--- src/rtl/fir_multich_mac.sv ---
// Multi-channel serial-MAC FIR filter: runtime-loadable shared coefficients, one delay line per channel.
// Define FIR_SAT_EN to clamp y to the output range and add the sat flag; by default y wraps.
module fir_multich_mac #(
    parameter int TAPS = 31,
    parameter int DW   = 8,
    parameter int CW   = 10,
    parameter int YW   = 18,
    parameter int NCH  = 2,
    localparam int KW  = $clog2(TAPS),
    localparam int AW  = DW + CW + $clog2(TAPS),
    localparam int CHW = (NCH > 1) ? $clog2(NCH) : 1
) (
    input  logic                 clock,
    input  logic                 reset,
    input  logic                 start,
    input  logic [CHW-1:0]       ch,
    input  logic signed [DW-1:0] x,
    input  logic                 coef_we,
    input  logic [KW-1:0]        coef_addr,
    input  logic signed [CW-1:0] coef_data,
    output logic                 busy,
    output logic                 done,
    output logic signed [YW-1:0] y,
`ifdef FIR_SAT_EN
    output logic                 sat,
`endif
    output logic [CHW-1:0]       y_ch
);

    typedef enum logic [1:0] {
        S_IDLE,
        S_MAC,
        S_OUT
    } state_t;

    state_t state_q, state_d;

    logic signed [CW-1:0] coef_q [TAPS];
    logic signed [DW-1:0] ring_q [NCH][TAPS];
    logic [KW-1:0]        wptr_q [NCH];

    logic signed [AW-1:0] acc_q, acc_d;
    logic [KW-1:0]        k_q, k_d;
    logic [CHW-1:0]       ch_q, ch_d;
    logic                 busy_q, busy_d;
    logic                 done_q, done_d;
    logic signed [YW-1:0] y_q, y_d;
    logic [CHW-1:0]       ych_q, ych_d;

    logic                 accept;
    logic                 coef_wr;
    logic                 wptr_adv;
    logic [KW-1:0]        wptr_cur;
    logic [KW:0]          diff;
    logic [KW-1:0]        rd_idx;
    logic signed [DW+CW-1:0] product;
    logic signed [AW-1:0] acc_sum;
    logic signed [YW-1:0] y_red;

`ifdef FIR_SAT_EN
    logic sat_q, sat_d;
    logic sat_red;
`endif

    always_comb begin
        accept   = (state_q == S_IDLE) && start && (int'(ch) < NCH);
        coef_wr  = (state_q == S_IDLE) && coef_we && (int'(coef_addr) < TAPS);
        wptr_cur = wptr_q[ch_q];
        // Ring read position (wptr - k) mod TAPS, with one guard bit for the borrow.
        diff     = {1'b0, wptr_cur} - {1'b0, k_q};
        if (diff[KW]) begin
            diff = diff + (KW+1)'(TAPS);
        end
        rd_idx   = diff[KW-1:0];
        product  = ring_q[ch_q][rd_idx] * coef_q[k_q];
        acc_sum  = acc_q + {{(AW-DW-CW){product[DW+CW-1]}}, product};
    end

    generate
        if (YW >= AW) begin : g_wide
            assign y_red = YW'(acc_q);
`ifdef FIR_SAT_EN
            assign sat_red = 1'b0;
`endif
        end else begin : g_narrow
`ifdef FIR_SAT_EN
            localparam logic signed [AW-1:0] YMAX = {{(AW-YW+1){1'b0}}, {(YW-1){1'b1}}};
            localparam logic signed [AW-1:0] YMIN = {{(AW-YW+1){1'b1}}, {(YW-1){1'b0}}};
            assign sat_red = (acc_q > YMAX) || (acc_q < YMIN);
            assign y_red   = (acc_q > YMAX) ? YMAX[YW-1:0] :
                             (acc_q < YMIN) ? YMIN[YW-1:0] : acc_q[YW-1:0];
`else
            assign y_red = acc_q[YW-1:0];
`endif
        end
    endgenerate

    always_comb begin
        state_d  = state_q;
        acc_d    = acc_q;
        k_d      = k_q;
        ch_d     = ch_q;
        busy_d   = busy_q;
        done_d   = 1'b0;
        y_d      = y_q;
        ych_d    = ych_q;
        wptr_adv = 1'b0;
`ifdef FIR_SAT_EN
        sat_d    = sat_q;
`endif
        case (state_q)
            S_IDLE: begin
                if (accept) begin
                    acc_d   = '0;
                    k_d     = '0;
                    ch_d    = ch;
                    busy_d  = 1'b1;
                    state_d = S_MAC;
                end
            end
            S_MAC: begin
                acc_d = acc_sum;
                if (k_q == KW'(TAPS-1)) begin
                    state_d = S_OUT;
                end else begin
                    k_d = k_q + 1'b1;
                end
            end
            S_OUT: begin
                y_d      = y_red;
                ych_d    = ch_q;
                done_d   = 1'b1;
                busy_d   = 1'b0;
                wptr_adv = 1'b1;
`ifdef FIR_SAT_EN
                sat_d    = sat_red;
`endif
                state_d  = S_IDLE;
            end
            default: state_d = S_IDLE;
        endcase
    end

    always_ff @(posedge clock or negedge reset) begin
        if (!reset) begin
            state_q <= S_IDLE;
            acc_q   <= '0;
            k_q     <= '0;
            ch_q    <= '0;
            busy_q  <= 1'b0;
            done_q  <= 1'b0;
            y_q     <= '0;
            ych_q   <= '0;
`ifdef FIR_SAT_EN
            sat_q   <= 1'b0;
`endif
            for (int unsigned t = 0; t < TAPS; t++) begin
                coef_q[t] <= '0;
            end
            for (int unsigned n = 0; n < NCH; n++) begin
                wptr_q[n] <= '0;
                for (int unsigned t = 0; t < TAPS; t++) begin
                    ring_q[n][t] <= '0;
                end
            end
        end else begin
            state_q <= state_d;
            acc_q   <= acc_d;
            k_q     <= k_d;
            ch_q    <= ch_d;
            busy_q  <= busy_d;
            done_q  <= done_d;
            y_q     <= y_d;
            ych_q   <= ych_d;
`ifdef FIR_SAT_EN
            sat_q   <= sat_d;
`endif
            if (coef_wr) begin
                coef_q[coef_addr] <= coef_data;
            end
            if (accept) begin
                ring_q[ch][wptr_q[ch]] <= x;
            end
            if (wptr_adv) begin
                wptr_q[ch_q] <= (wptr_q[ch_q] == KW'(TAPS-1)) ? '0 : wptr_q[ch_q] + 1'b1;
            end
        end
    end

    assign busy = busy_q;
    assign done = done_q;
    assign y    = y_q;
    assign y_ch = ych_q;
`ifdef FIR_SAT_EN
    assign sat  = sat_q;
`endif

endmodule
--- config.mk ---
export PLATFORM = sky130hd
export DESIGN_NAME = fir_multich_mac
export DESIGN_NICKNAME = d
export VERILOG_FILES = /design/src/rtl/fir_multich_mac.sv
export SDC_FILE = /design/constraint.sdc
export NUM_CORES = 2
export LEC_CHECK = 0
export BUFFER_PORTS_ARGS = -buffer_cell sky130_fd_sc_hd__buf_4
export CAP_MARGIN = 0
export CORE_MARGIN = 2
export CORE_UTILIZATION = 59
export CTS_CLUSTER_SIZE = 30
export DETAILED_ROUTE_END_ITERATION = 10
export HOLD_SLACK_MARGIN = 0.08
export MAX_ROUTING_LAYER = met4
export PLACE_DENSITY_LB_ADDON = 0.1
export SLEW_MARGIN = 20
export SYNTH_ARGS = -nofsm -noshare
export SYNTH_HDL_FRONTEND = slang
export SYNTH_SLANG_ARGS = --single-unit
export TNS_END_PERCENT = 5
--- constraint.sdc ---
create_clock -name clock -period 11.9 [get_ports clock]
set_input_delay 2.38 -clock clock [delete_from_list [all_inputs] [get_ports clock]]
set_output_delay 2.38 -clock clock [all_outputs]
set_load 0.005 [all_outputs]
==> metrics.md <==
| Metric | Value |
|---|---|
| Outcome | `finished, final reports clean` |
| Initial antenna violation count | `0` |
| CTS Root Cell | `clkbuf_16` |
| Die area | `78,000 µm²` |
| Final setup vio count | `0` |
| Largest family of logic cells by synthesized area | `multiplexers` |
| CTS Sinks | `863` |
| Post-CTS sizing | `0` |
| DRT iter0 DRCs | `2,317` |
| Avg WL per Cell | `~27 µm` |
| WS Path Type | `reg2reg` |
| Worst R2R End | `acc_q[17]$_DFFE_PN0P_` |
| Worst Hold Class | `reg2reg` |
| Post-layout util | `65.8%` |
| DRT antenna net count | `0` |
| RD Place Congestion | `0.973` |
| CP required | `12.37 ns` |
| Nets | `~3,400` |
| R2R cell count | `39` |
| Gate Count Post-Synth | `3,267` |
| Vias per std cell | `between 6 and 7` |
| Area leader, netlist | `dfrtp_1` |
| Reg clk slew, reported paths | `0.06 ns` |
| Top post-synthesis cells by area | `dfrtp_1, mux2_2, mux4_2, fa_1, mux2i_1` |
| Final Hold Fails | `0` |
| Sequential fraction of the synthesis area | `48.3%` |
| RSZ-0062 raised after global routing | `no` |
| Max clock buf depth | `3` |
| Ys flop type | `dfrtp_1` |
| H-Tree Depth | `3` |
| Worst setup startpoint | `ch_q$_DFFE_PN0P_` |
| Syn-to-layout area delta | `9.87%` |
| Post-Route WL | `between 100 and 150 mm` |
| Compound-Gate Fraction of Synth Area | `around 5.4%` |
| Post-synth top cells | `dfrtp_1, mux2_2, mux4_2, nand2_1, clkbuf_1` |
| Port Buf Inserts | `48` |
| CP max stage delay | `~0.9 ns` |
| Synth Register Bits | `863` |
| Slew @ Worst Pin | `1.17 ns` |
| Largest net degree at the start of global routing | `190` |
| Die Span Y | `279 µm` |
| Min setup slack post-route | `1.21 ns` |
| Layout cells sized above 1 | `slightly below 40%` |
| Final period util | `around nine tenths` |
| CP max-delay cell | `dfrtp_4` |
| Residual DRC count | `0` |
| Clock latency at the later pin of the worst-skew pair | `0.66 ns` |
| Core Rows | `100` |
| Die Span X | `about 280 µm` |
| Rel. slew slack | `21.7%` |
| CP Capture Point | `acc_q[17]$_DFFE_PN0P_` |
| Setup Skew | `around 0.039 ns` |
| Share of the synthesized area in the top cell type | `48.3%` |
| CTS buffer count | `just over 90` |
| Initial core utilization | `59.9%` |
| CP endpoint kind | `flop` |
| HPWL Detailed | `78.1 mm` |
| Setup Buffers After CTS | `0` |
| Minimum clock period | `10.69 ns` |
| Crit path arrival time | `about 11 ns` |
| Io pins | `49` |
| GRT Resource Usage Total | `31.7%` |
| R2R Setup Slk | `1.21 ns` |
| Mux contribution to synthesized area | `32.4%` |
| Post-synthesis cell type count | `85` |
| DR vias | `28,200` |
| First-pass GRT wire length | `182 mm` |
| Dpl ws | `1.42 ns` |
| Syn Nets | `3,424` |
| Max cap viols | `0` |
| Leakage power | `roughly 24 nW` |
| GRT Residual Overflow | `0` |
| Crit-path most repeated cell | `inv_1` |
| Reg-to-reg startpoint | `ch_q$_DFFE_PN0P_` |
| Post-synth EDFFs | `0` |
| Setup tns final | `0 ns` |
| P per Cell Area | `279 nW/µm²` |
| Simple-Gate Fraction of Synth Area | `5.01%` |
| Vias in the first global route | `slightly below 30,000` |
| CTS Hold Bufs | `0` |
| Xor/xnor share of the synthesized area | `less than 1%` |
| Core area | `74,700 µm²` |
| Crit path max fanout | `48` |
| Top-count cell post-synth | `dfrtp_1` |
| Drt pass-1 iters | `7` |
| CTS tree | `built` |
| Startpoint Class | `flop` |
| Warnings from Yosys | `0` |
| Cell Area, Synth | `44,700 µm²` |
| Max-slew violation count | `0` |
| Max Freq | `93.5 MHz` |
| HP Start | `y[12]$_DFFE_PN0P_` |
| Worst VDD drop | `0.401 mV` |
| Fill cells | `5,404` |
| Post-synthesis adder-cell area fraction | `4.78%` |
| FFs w/ async S/R, synth | `100%` |
| Avg Inst Size Synth | `13.7 µm²` |
==> placed cells by master (no fill, tap or decap), types with 15 or more instances in the layout <==
| cell | count |
|---|---|
| clkbuf_8 | 27 |
| fa_1 | 70 |
| nand3_1 | 28 |
| o21ai_0 | 89 |
| nand2_1 | 159 |
| nor2b_1 | 16 |
| nand2b_1 | 27 |
| a21oi_1 | 43 |
| dfrtp_1 | 860 |
| nor3_1 | 75 |
| nor2_1 | 104 |
| a21o_1 | 42 |
| buf_4 | 94 |
| clkbuf_16 | 95 |
| clkinv_2 | 17 |
| o22ai_1 | 24 |
| xor2_1 | 15 |
| mux2i_1 | 72 |
| xnor2_1 | 26 |
| a221oi_1 | 25 |
| o31ai_1 | 25 |
| mux4_1 | 23 |
| mux4_2 | 177 |
| inv_1 | 130 |
| ha_1 | 58 |
| mux2_2 | 814 |
| clkbuf_1 | 16 |
==> layout make-up <==
type                    count  area, µm²  share of cell area (%)
multi-input cells        2073      21700                    44.2
well taps                 969       1210                    2.47
inverters                 130        488                   0.993
flip-flops and latches    863      21600                    44.0
repair buffers            106        947                    1.93
clock buffers             138       2810                    5.71
clock inverters            29        380                   0.774
diodes                      2       5.00                  0.0102
==> worst max-delay path, delay by kind of cell, from the launching register on <==
kind | cells | cell delay [ns]
multiplexers | 2 | 0.73
AND/OR/NAND/NOR | 8 | 2.58
buffers and inverters | 6 | 0.47
AO/OA/AOI/OAI | 12 | 2.20
adder cells (fa/ha/maj) | 9 | 3.29
flip-flops | 1 | 0.90
XOR/XNOR | 2 | 0.31
==> layer usage <==
metal  GRT usage [%]  vias to the layer above  routed length [µm]
li1                -                    12000                   -
met1            46.5                    15200               53300
met2            47.0                      885               54400
met3            4.77                      168                6910
met4            8.00                        0                2770
met5               -                        -                   0
==> worst min path at each step <==
stage / to / slack [ns] / cells past startpoint
after floorplan: y[10]$_DFFE_PN0P_ / 0.47 / 2
after global placement: y[0]$_DFFE_PN0P_ / 0.46 / 2
after detailed placement: y[0]$_DFFE_PN0P_ / 0.47 / 2
after CTS: y[17]$_DFFE_PN0P_ / 0.49 / 2
after global routing: y[12]$_DFFE_PN0P_ / 0.50 / 2
final: y[12]$_DFFE_PN0P_ / 0.48 / 2
==> cell families (layout without fill, tap and decap cells) <==
logic type      Yosys count  count (layout)
fa+ha+maj               129             129
mux                    1088            1088
compound gates          341             341
flops                   863             863
simple gates            473             473
xor+xnor                 42              42
buf+inv                 331             403
other cells               0               2
==> through the flow <==
step | std cells | cell area (µm²) | total power [mW] | hold WS [ns]
floorplan | 3267 | 44700 | 8.89 | 0.467
CTS | 4306 | 49100 | 13.7 | 0.487
global placement | 4139 | 45900 | 10.6 | 0.464
global route | 4308 | 49100 | 14.6 | 0.498
finish | 4310 | 49200 | 13.7 | 0.485
detailed placement | 4139 | 45900 | 10.7 | 0.470
==> registers in the layout, summed over array words and instances (netlist names) <==
| register | count |
|---|---|
| state_q | 2 |
| acc_q | 18 |
| done | 1 |
| y_ch | 1 |
| coef_q | 310 |
| ring_q | 496 |
| y | 18 |
| wptr_q | 10 |
| ch_q | 1 |
| busy | 1 |
| k_q | 5 |
==> report_power, final <==
group / switching (mW) / leakage [nW] / internal, mW
logic: 4.68 / 10.4 / 2.86
registers: 0.124 / 11.9 / 3.10
clock network: 1.21 / 1.58 / 1.77
total: 6.01 / 23.8 / 7.73
Note: power is estimated with default switching activity, not from simulation.
